[config.mk]
export PLATFORM = sky130hd
export DESIGN_NAME = array_a_row_feeder
export DESIGN_NICKNAME = d
export VERILOG_FILES = /design/src/rtl/matrix_mult_pkg.sv /design/src/rtl/skew_delay_line.sv /design/src/rtl/array_a_row_feeder.sv
export SDC_FILE = /design/constraint.sdc
export NUM_CORES = 1
export LEC_CHECK = 0
export ABC_AREA = 1
export ABC_CLOCK_PERIOD_IN_PS = 2800
export CORE_MARGIN = 3
export CORE_UTILIZATION = 50
export DETAILED_ROUTE_END_ITERATION = 8
export GPL_TIMING_DRIVEN = 0
export PLACE_DENSITY = 0.77
export SYNTH_ARGS = -nofsm -noshare
export SYNTH_HDL_FRONTEND = slang
export SYNTH_SLANG_ARGS = --single-unit
[constraint.sdc]
create_clock -name clk -period 2.8 [get_ports clk]
set_input_delay 0.28 -clock clk [delete_from_list [all_inputs] [get_ports clk]]
set_output_delay 0.28 -clock clk [all_outputs]
set_load 0.1 [all_outputs]
[src/rtl/matrix_mult_pkg.sv]
// Shared types and constants for the matrix-multiply datapath blocks.
package matrix_mult_pkg;

  // Row feeder control states.
  typedef enum logic [1:0] {
    IDLE  = 2'd0,
    RUN   = 2'd1,
    DRAIN = 2'd2
  } feeder_state_t;

  // A-buffer read latency in cycles; the tag stage is sized to match it.
  localparam int unsigned READ_LATENCY = 1;

  // Width of the inner-dimension operand and of the column counter.
  localparam int unsigned COUNT_WIDTH = 16;

  // Default A element width.
  localparam int unsigned ELEM_DATA_WIDTH = 16;

  // One element as it travels down a systolic-array row lane.
  typedef struct packed {
    logic [ELEM_DATA_WIDTH-1:0] data;
    logic                       valid;
    logic                       last;
  } lane_elem_t;

  // Index of the last column in a pass. A zero inner dimension is treated as
  // one so that every element closes its own dot product.
  function automatic logic [COUNT_WIDTH-1:0] last_index(input logic [COUNT_WIDTH-1:0] n_val);
    return (n_val == '0) ? '0 : n_val - 1'b1;
  endfunction

endpackage

[src/rtl/skew_delay_line.sv]
// Fixed-depth shift register used to skew one lane of the row feeder.
// DEPTH=0 degenerates to a plain wire.
module skew_delay_line #(
  parameter int DEPTH = 1,
  parameter int WIDTH = 18
) (
  input  logic             clk,
  input  logic             reset_n,
  input  logic [WIDTH-1:0] d,
  output logic [WIDTH-1:0] q
);

  if (DEPTH == 0) begin : g_wire
    // Clock and reset are intentionally unused when there is no delay.
    logic unused_clk_rst;
    assign unused_clk_rst = clk ^ reset_n;
    assign q = d;
  end else begin : g_shift
    logic [WIDTH-1:0] stages [DEPTH];

    // Shift one stage per cycle.
    always_ff @(posedge clk or negedge reset_n) begin
      if (!reset_n) begin
        // NOTE: every stage is reset, not just the head; a stale valid bit left
        // in the middle of the line would otherwise emerge after reset.
        for (int i = 0; i < DEPTH; i++) stages[i] <= '0;
      end else begin
        // NOTE: non-blocking assignments let each stage take its neighbour's
        // old value; blocking ones would collapse the line into one register.
        stages[0] <= d;
        for (int i = 1; i < DEPTH; i++) stages[i] <= stages[i-1];
      end
    end

    assign q = stages[DEPTH-1];
  end

endmodule

[src/rtl/array_a_row_feeder.sv]
// Turns the A-address stream into buffer reads, splits each read word into one
// element per array row, skews lane i by i cycles and tags end-of-dot-product.
module array_a_row_feeder
  import matrix_mult_pkg::*;
#(
  parameter int ARRAY_HEIGHT         = 4,
  parameter int DATA_WIDTH           = 16,
  parameter int BUFFER_ADDRESS_WIDTH = 10
) (
  input  logic                               clk,
  input  logic                               reset_n,
  input  logic                               start_i,
  input  logic [COUNT_WIDTH-1:0]             n,
  input  logic                               addr_valid_i,
  input  logic [BUFFER_ADDRESS_WIDTH-1:0]    addr_i,
  input  logic                               gen_done_i,
  output logic                               mem_rd_en_o,
  output logic [BUFFER_ADDRESS_WIDTH-1:0]    mem_addr_o,
  input  logic [ARRAY_HEIGHT*DATA_WIDTH-1:0] mem_rdata_i,
  output logic [ARRAY_HEIGHT*DATA_WIDTH-1:0] row_data_o,
  output logic [ARRAY_HEIGHT-1:0]            row_valid_o,
  output logic [ARRAY_HEIGHT-1:0]            row_last_o,
  output logic                               busy_o,
  output logic                               done_o
);

  // Lane element packing: {data, valid, last}.
  localparam int LANE_WIDTH = DATA_WIDTH + 2;

  feeder_state_t          state;
  logic [COUNT_WIDTH-1:0] n_r;
  logic [COUNT_WIDTH-1:0] k;
  logic                   accept;
  logic                   k_last;

  // Tag stage outputs, aligned with read data.
  logic [2:0]             tag_d;
  logic [2:0]             tag_q;
  logic                   tag_valid;
  logic                   tag_last;
  logic                   tag_final;

  // Lane-0-aligned register stage and the final-element marker.
  logic [LANE_WIDTH-1:0]  lane_reg [ARRAY_HEIGHT];
  logic                   final_reg;
  logic                   final_out;

  assign accept      = addr_valid_i && (state == RUN);
  assign mem_rd_en_o = accept;
  assign mem_addr_o  = addr_i;
  assign k_last      = (k == last_index(n_r));
  assign busy_o      = (state != IDLE);
  assign done_o      = final_out && (state == DRAIN);

  // Control FSM plus the column counter that decides the last flag.
  always_ff @(posedge clk or negedge reset_n) begin
    if (!reset_n) begin
      state <= IDLE;
      n_r   <= '0;
      k     <= '0;
    end else begin
      case (state)
        IDLE: begin
          if (start_i) begin
            state <= RUN;
            n_r   <= n;
            k     <= '0;
          end
        end
        RUN: begin
          if (accept) begin
            k <= k_last ? '0 : k + 1'b1;
            if (gen_done_i) state <= DRAIN;
          end
        end
        DRAIN: begin
          if (done_o) state <= IDLE;
        end
        default: state <= IDLE;
      endcase
    end
  end

  // Carry valid/last/final alongside the outstanding read.
  assign tag_d = {accept, accept && k_last, accept && gen_done_i};

  skew_delay_line #(
    .DEPTH (READ_LATENCY),
    .WIDTH (3)
  ) u_tag (
    .clk     (clk),
    .reset_n (reset_n),
    .d       (tag_d),
    .q       (tag_q)
  );

  assign {tag_valid, tag_last, tag_final} = tag_q;

  // Register the returned word, one element per lane; data is zeroed in
  // bubbles so lanes never carry undefined values.
  always_ff @(posedge clk or negedge reset_n) begin
    if (!reset_n) begin
      for (int i = 0; i < ARRAY_HEIGHT; i++) lane_reg[i] <= '0;
      final_reg <= 1'b0;
    end else begin
      for (int i = 0; i < ARRAY_HEIGHT; i++) begin
        lane_reg[i] <= {mem_rdata_i[i*DATA_WIDTH +: DATA_WIDTH] & {DATA_WIDTH{tag_valid}},
                        tag_valid, tag_last};
      end
      final_reg <= tag_final;
    end
  end

  // Diagonal skew: lane i trails lane 0 by i cycles.
  for (genvar i = 0; i < ARRAY_HEIGHT; i++) begin : g_lane
    logic [LANE_WIDTH-1:0] lane_out;

    skew_delay_line #(
      .DEPTH (i),
      .WIDTH (LANE_WIDTH)
    ) u_skew (
      .clk     (clk),
      .reset_n (reset_n),
      .d       (lane_reg[i]),
      .q       (lane_out)
    );

    assign row_data_o[i*DATA_WIDTH +: DATA_WIDTH] = lane_out[LANE_WIDTH-1:2];
    assign row_valid_o[i]                         = lane_out[1];
    assign row_last_o[i]                          = lane_out[0];
  end

  // The final marker follows the last lane so done lines up with its exit.
  skew_delay_line #(
    .DEPTH (ARRAY_HEIGHT - 1),
    .WIDTH (1)
  ) u_final (
    .clk     (clk),
    .reset_n (reset_n),
    .d       (final_reg),
    .q       (final_out)
  );

endmodule

==> results of run 1 <==
==> cell families (layout without fill, tap and decap cells) <==
kind of cell    after synthesis  after routing  synth area share, %
fa+ha+maj                     2              2                0.327
compound gates               34             34                 2.31
flops                       209            209                 68.4
simple gates                321            321                 17.1
xor+xnor                      5              5                0.573
buf+inv                     173            381                 11.3
==> metrics by stage <==
step           hold WS (ps)  total power [mW]  TNS (ps)  utilization (%)  worst slack, ps
2_1_floorplan         -15.6              3.14         0                -              267
3_3_place_gp            331              3.33  -1422220             64.8            -6820
3_5_place_dp            335              3.34     -64.5             65.1            -64.5
4_1_cts                 300              6.03         0             69.7             5.43
5_1_grt                 300              6.16         0             69.6             28.4
6_report                314              5.95         0             69.6              136
==> metal layers <==
| metal | up-vias | wire length, um | share of wire (%) | GRT usage (%) |
|---|---|---|---|---|
| li1 | 2571 | - | - | - |
| met1 | 2471 | 6150 | 39 | 24.3 |
| met2 | 163 | 7760 | 50 | 32.8 |
| met3 | 33 | 1230 | 7.9 | 5.85 |
| met4 | 0 | 507 | 3.2 | 6.91 |
| met5 | - | 0 | 0 | 0 |
==> power breakdown <==
| group | total, mW | switching [mW] | internal, mW | leakage, nW |
|---|---|---|---|---|
| Combinational | 0.259 | 0.132 | 0.127 | 2.36 |
| Sequential | 3.02 | 0 | 3.02 | 2.85 |
| Clock | 2.67 | 1.09 | 1.58 | 0.334 |
==> cell usage in the layout (no fill, tap or decap), types with 3 or more instances in the layout <==
| master | count |
|---|---|
| a21oi_1 | 9 |
| buf_1 | 4 |
| buf_2 | 3 |
| buf_4 | 50 |
| buf_6 | 3 |
| clkbuf_1 | 11 |
| clkbuf_16 | 23 |
| clkbuf_8 | 3 |
| clkdlybuf4s50_1 | 167 |
| clkinv_2 | 5 |
| dfrtp_1 | 209 |
| inv_1 | 106 |
| nand2_1 | 220 |
| nand2_2 | 3 |
| nand3_1 | 35 |
| nand4_1 | 8 |
| nor2_1 | 44 |
| nor2_2 | 5 |
| o21ai_0 | 22 |
| xor2_1 | 3 |
==> cell type report <==
cell class / instances / area [sq um]
sequential: 209 / 5230
multi-input combinational: 362 / 1550
fill: 1081 / 4480
tap: 184 / 230
buffer: 66 / 460
clock buffer: 30 / 632
timing repair buffer: 171 / 1730
inverter: 107 / 402
clock inverter: 7 / 41.3
==> worst register-to-register path: stages, from the launching register on <==
cell and delay [ps]:
dfrtp_1 380, inv_1 170, ha_1 260, inv_1 80, nor2_1 120, inv_1 60, o21ai_0 250, nand3_1 110
nand2_1 80, nand3_1 90, nor2_1 100, nand2_1 60, nor2_1 110, nand2_2 150, buf_6 190, nand2_1 60
nand2_1 50
==> how the worst max path moves through the flow <==
stage,start,end,slack [ps],cells past startpoint
after floorplan,state[0],k[5],270,8
after global placement,reset_n,n_r[14],-6820,1
after detailed placement,state[1],mem_rd_en_o,-60,4
after CTS,state[1],mem_rd_en_o,5,4
after global routing,state[1],mem_rd_en_o,30,4
final,state[1],mem_rd_en_o,140,4
==> timing repair <==
| action | 4_1_cts | 5_1_grt |
|---|---|---|
| hold buffers | 1 | 0 |
| endpoints found under the setup margin | 1 | 1 |
| pin swaps | 0 | 0 |
| endpoints found under the hold margin | 127 | 0 |
| resized for setup | 3 | 2 |
| gates cloned | 0 | 0 |
==> summary.txt, run 1 <==
Critical path
  • Buf/Inv on CP: 2
  • Reg2reg end: k[9]
  • Max incr delay on CP: 480 ps
  • Worst Setup End Kind: output pin
  • Maximum fanout along the worst path: 11
  • CP top delay family: buffers and inverters
  • Critical path's slowest cell: buf_2
  • WP data arrival: about 2400 ps
  • Crit-path cells: nor2_1, nand2_1, clkinv_1, buf_2
  • Critical R2R Launch: n_r[0]
  • CP Class: flip-flop to output pin
  • CP Launch Type: flip-flop
  • Worst R2R Path Depth: 16
  • Data required time at the worst endpoint: between 2000 and 3000 ps
  • R2r setup slk: between 300 and 400 ps

STA
  • Unrepaired setup endpoints after global routing: false
  • Final Hold Fails: 0
  • Slew HR: around 27%
  • F_max: between 300 and 400 MHz
  • Worst Max-Slew Pin Slew: 1090 ps
  • Fin crit period: roughly 2700 ps
  • Setup Viol. Count Final: 0
  • Fin Clk Skew: roughly 13 ps
  • Final Max Tran Viols: 0
  • Fin crit share: 95.1%

Yosys
  • Cell with the most instances after synthesis: nand2_1
  • Sequential-to-total area share from yosys stat: 68.4%
  • Synth cell count leaders: 220 x nand2_1, 209 x dfrtp_1, 106 x inv_1, 50 x buf_4, 44 x nor2_1
  • Post-synth EDFFs: 0
  • Synth Register Bits: roughly 210
  • Post-synth top area cell: dfrtp_1
  • Netlist Area Pre-Place: approximately 7600 sq um
  • Yosys top cell area share: roughly 70%
  • Area contributors post-synth: dfrtp_1 68%, nand2_1 11%, inv_1 5.2%, buf_4 4.9%, nand3_1 2.3%
  • Gate Count Post-Synth: around 740
  • Main flop type after synthesis: dfrtp_1
  • Netlist cell types: 26
  • Synthesized Nets: around 840
  • Warnings, synthesis: 0
  • Async SR Flop Fraction: between 90% and 100%
  • Mean Syn Cell Area: 10.3 sq um

Drt
  • Drt total wl: between 15000 and 20000 um
  • Drt first pass iters: 4
  • Antenna Violating Nets Remaining: 0
  • Total number of vias: between 5000 and 6000
  • DR vias/cell: ~4.6
  • DRC: 0
  • Initial DRC count: around 330
  • Wirelength per Cell: around 14 um

Placed design
  • Inst Count DP: 1098
  • Placed Area: 9600 sq um
  • Port buffer count: 169
  • DP HPWL: 11000 um
  • GP Congestion: between 0.8 and 0.9

Clock tree
  • Clock sink total: approximately 210
  • Worst-Skew Late Latency: around 490 ps
  • Setup repair bufs after CTS: 0
  • Root buffer cell: clkbuf_16
  • Clock Path Buffers: 3
  • Clock-pin transition on the worst setup and hold timing paths: 50 ps
  • Num CTS Buffers: 22
  • H-tree depth: 1
  • TritonCTS clock tree: yes

Cells and area
  • Area Growth Syn to Fin: 34.4%
  • Finished Layout Cells: 1136
  • Design area: 10300 sq um
  • Number of flip-flops in the largest register: 66
  • # nets final: between 1000 and 1500
  • Diodes inserted: 0
  • Layout cell share with drive strength beyond 1: between 10% and 20%

Global route
  • First-pass GRT wire length: 25900 um
  • Initial antenna violation count: 0
  • GRT Overall Usage: approximately 20%
  • Vias in the first global route: roughly 5200
  • Pin count of the biggest net entering global routing: roughly 130
  • GR Overflow Total: 0

Pwr
  • VDD IR max: a little over 500 uV
  • Lkg Pwr: approximately 5.6 nW
  • Pwr dens: around 580 nW/um^2

Floorplanning
  • IO Pins: 180
  • DIE WIDTH: about 130 um
  • Height of the chip: 130 um
  • Full die area: approximately 17000 sq um
  • Core area: about 15000 sq um
  • Initial Util: 51.8%
  • Placement Rows: 44

Hold path
  • HP Start: mem_rdata_i[48]
  • Min-Delay Endpoint: lane_reg[2]
  • Hold Crit Depth: 3
  • Hold Path Class: input port to flip-flop

Run status
  • Outcome: finished clean

Flow run
  • Max Cap Viol: 0
(Power assumes the default switching activity.)
==> run 2, diff against run 1 <==
--- a/config.mk
+++ b/config.mk
@@ -12,6 +12,8 @@
 export DETAILED_ROUTE_END_ITERATION = 8
 export GPL_TIMING_DRIVEN = 0
 export PLACE_DENSITY = 0.77
+export SKIP_LAST_GASP = 1
 export SYNTH_ARGS = -nofsm -noshare
 export SYNTH_HDL_FRONTEND = slang
 export SYNTH_SLANG_ARGS = --single-unit
+export TNS_END_PERCENT = 100
==> results of run 2 <==
The final DEF is identical to that of run 1; final timing and power are the same.
==> run 3, diff against run 2 <==
--- a/config.mk
+++ b/config.mk
@@ -6,12 +6,13 @@
 export NUM_CORES = 1
 export LEC_CHECK = 0
 export ABC_AREA = 1
-export ABC_CLOCK_PERIOD_IN_PS = 2800
+export ABC_CLOCK_PERIOD_IN_PS = 3300
 export CORE_MARGIN = 3
-export CORE_UTILIZATION = 50
+export CORE_UTILIZATION = 55
+export CTS_BUF_LIST = sky130_fd_sc_hd__clkbuf_4
 export DETAILED_ROUTE_END_ITERATION = 8
 export GPL_TIMING_DRIVEN = 0
-export PLACE_DENSITY = 0.77
+export PLACE_DENSITY = 0.84
 export SKIP_LAST_GASP = 1
 export SYNTH_ARGS = -nofsm -noshare
 export SYNTH_HDL_FRONTEND = slang
==> constraint.sdc (replaced) <==
create_clock -name clk -period 3.3 [get_ports clk]
set_input_delay 0.33 -clock clk [delete_from_list [all_inputs] [get_ports clk]]
set_output_delay 0.33 -clock clk [all_outputs]
set_load 0.1 [all_outputs]
==> summary.txt, run 3 (synthesis results as in run 1) <==
Placed design
  • GP Congestion: 0.831
  • Inst Count DP: roughly 1100
  • Port buffer count: about 170
  • DP HPWL: approximately 12000 um
  • Placed Area: approximately 9600 sq um

Global route
  • Pin count of the biggest net entering global routing: between 100 and 150
  • GRT Overall Usage: 23.5%
  • First-pass GRT wire length: approximately 27000 um
  • Vias in the first global route: 5582
  • GR Overflow Total: 0
  • Initial antenna violation count: 1

STA
  • Final Hold Fails: 0
  • Fin crit period: around 2800 ps
  • Unrepaired setup endpoints after global routing: false
  • F_max: roughly 360 MHz
  • Fin crit share: a little over four fifths
  • Final Max Tran Viols: 0
  • Setup Viol. Count Final: 0
  • Slew HR: a little under a third
  • Worst Max-Slew Pin Slew: ~1000 ps
  • Fin Clk Skew: 24.2 ps

Clock tree
  • Num CTS Buffers: 51
  • Root buffer cell: clkbuf_4
  • Worst-Skew Late Latency: 620 ps
  • TritonCTS clock tree: yes
  • Clock sink total: ~210
  • H-tree depth: 2
  • Clock-pin transition on the worst setup and hold timing paths: 60 ps
  • Setup repair bufs after CTS: 0
  • Clock Path Buffers: 3

Floorplanning
  • Initial Util: between 50% and 60%
  • Height of the chip: about 120 um
  • DIE WIDTH: ~120 um
  • Core area: around 13000 sq um
  • Placement Rows: 42
  • IO Pins: 180
  • Full die area: roughly 15000 sq um

Cells and area
  • Finished Layout Cells: roughly 1200
  • Commonest non-fill, non-tap cell in the layout: nand2_1
  • # nets final: around 1100
  • Area Growth Syn to Fin: 34.0%
  • Layout cell share with drive strength beyond 1: between 10% and 20%
  • Most frequent cells in the layout: 220 x nand2_1, 209 x dfrtp_1, 167 x clkdlybuf4s50_1, 106 x inv_1, 77 x clkbuf_4
  • Post-layout util: between 70% and 80%
  • Number of flip-flops in the largest register: 66
  • Design area: around 10000 sq um

Critical path
  • CP Class: flip-flop to output pin
  • Crit-path cells: nor2_1, nand2_1, clkinv_1, clkbuf_2
  • R2r setup slk: 840 ps
  • WP data arrival: 2470 ps
  • Maximum fanout along the worst path: 11
  • Worst Setup End Kind: output pin
  • Critical path's slowest cell: clkbuf_2
  • CP Launch Type: flip-flop
  • Max incr delay on CP: between 500 and 600 ps
  • Data required time at the worst endpoint: between 2000 and 3000 ps

Drt
  • DR vias/cell: between 4 and 5
  • Drt total wl: 17100 um
  • Total number of vias: approximately 5500
  • Wirelength per Cell: approximately 14 um
  • Initial DRC count: approximately 370
  • Antenna Violating Nets Remaining: 0
  • DRC: 0
  • Drt first pass iters: 7

Pwr
  • VDD IR max: 325 uV
  • Lkg Pwr: ~5.6 nW
  • Pwr dens: roughly 470 nW/um^2

Run status
  • Outcome: finished clean

Hold path
  • Hold Path Class: input port to flip-flop

Flow run
  • Max Cap Viol: 0
==> run 3: critical path, delay by kind of cell, from the launching register on <==
kind / cells / cell delay [ps]
flops: 1 / 410
buf+inv: 2 / 820
simple gates: 2 / 630
==> run 3: worst paths after layout <==
check                          startpoint                                   to  depth (start not counted)
min                        mem_rdata_i[5]                         lane_reg[61]                          3
min in group asynchronous         reset_n                              n_r[14]                          2
max in group asynchronous         reset_n  g_lane[3].u_skew.g_shift.stages[22]                          3
min reg2reg                   lane_reg[4]  g_lane[3].u_skew.g_shift.stages[40]                          0
max                              state[1]                          mem_rd_en_o                          4
max reg2reg                        n_r[0]                                k[13]                         16
==> run 3: area by class of cell <==
cell class	count	area, sq um
clock inverters	17	70.1
fillers	844	3160
inverters	107	402
plain buffers	66	460
well taps	176	220
repair buffers	171	1730
clock buffers	77	578
diodes	1	2.50
multi-input cells	362	1550
flip-flops and latches	209	5230
==> run 3: per-layer routing <==
metal / vias up / routed length [um] / GRT usage (%)
li1: 2678 / - / -
met3: 40 / 1470 / 7.63
met2: 229 / 8980 / 41.3
met1: 2595 / 6050 / 25.5
met5: - / 0 / 0
met4: 0 / 601 / 11.3
==> run 3: what timing repair did <==
item                                   4_1_cts  5_1_grt
endpoints found under the hold margin      111        0
pin swaps                                    0        0
setup endpoints to repair                    1        1
resized for setup                            1        2
hold buffers                                 1        0
==> run 3: power breakdown <==
part / switching [mW] / internal, mW / leakage [nW] / total, mW
sequential: 0 / 2.56 / 2.85 / 2.56
clock: 0.971 / 1.07 / 0.392 / 2.04
combinational: 0.114 / 0.108 / 2.36 / 0.223
total: 1.09 / 3.74 / 5.61 / 4.83
==> run 3: metrics by stage <==
stage	hold WS [ps]	setup TNS [ps]	setup WS [ps]	total power, mW
final	220	0	498	4.83
after global routing	158	0	297	5.06
after CTS	153	0	93.9	4.91
after detailed placement	335	0	432	2.83
after global placement	331	-1328680	-6380	2.83
after floorplan	34.4	0	767	2.67
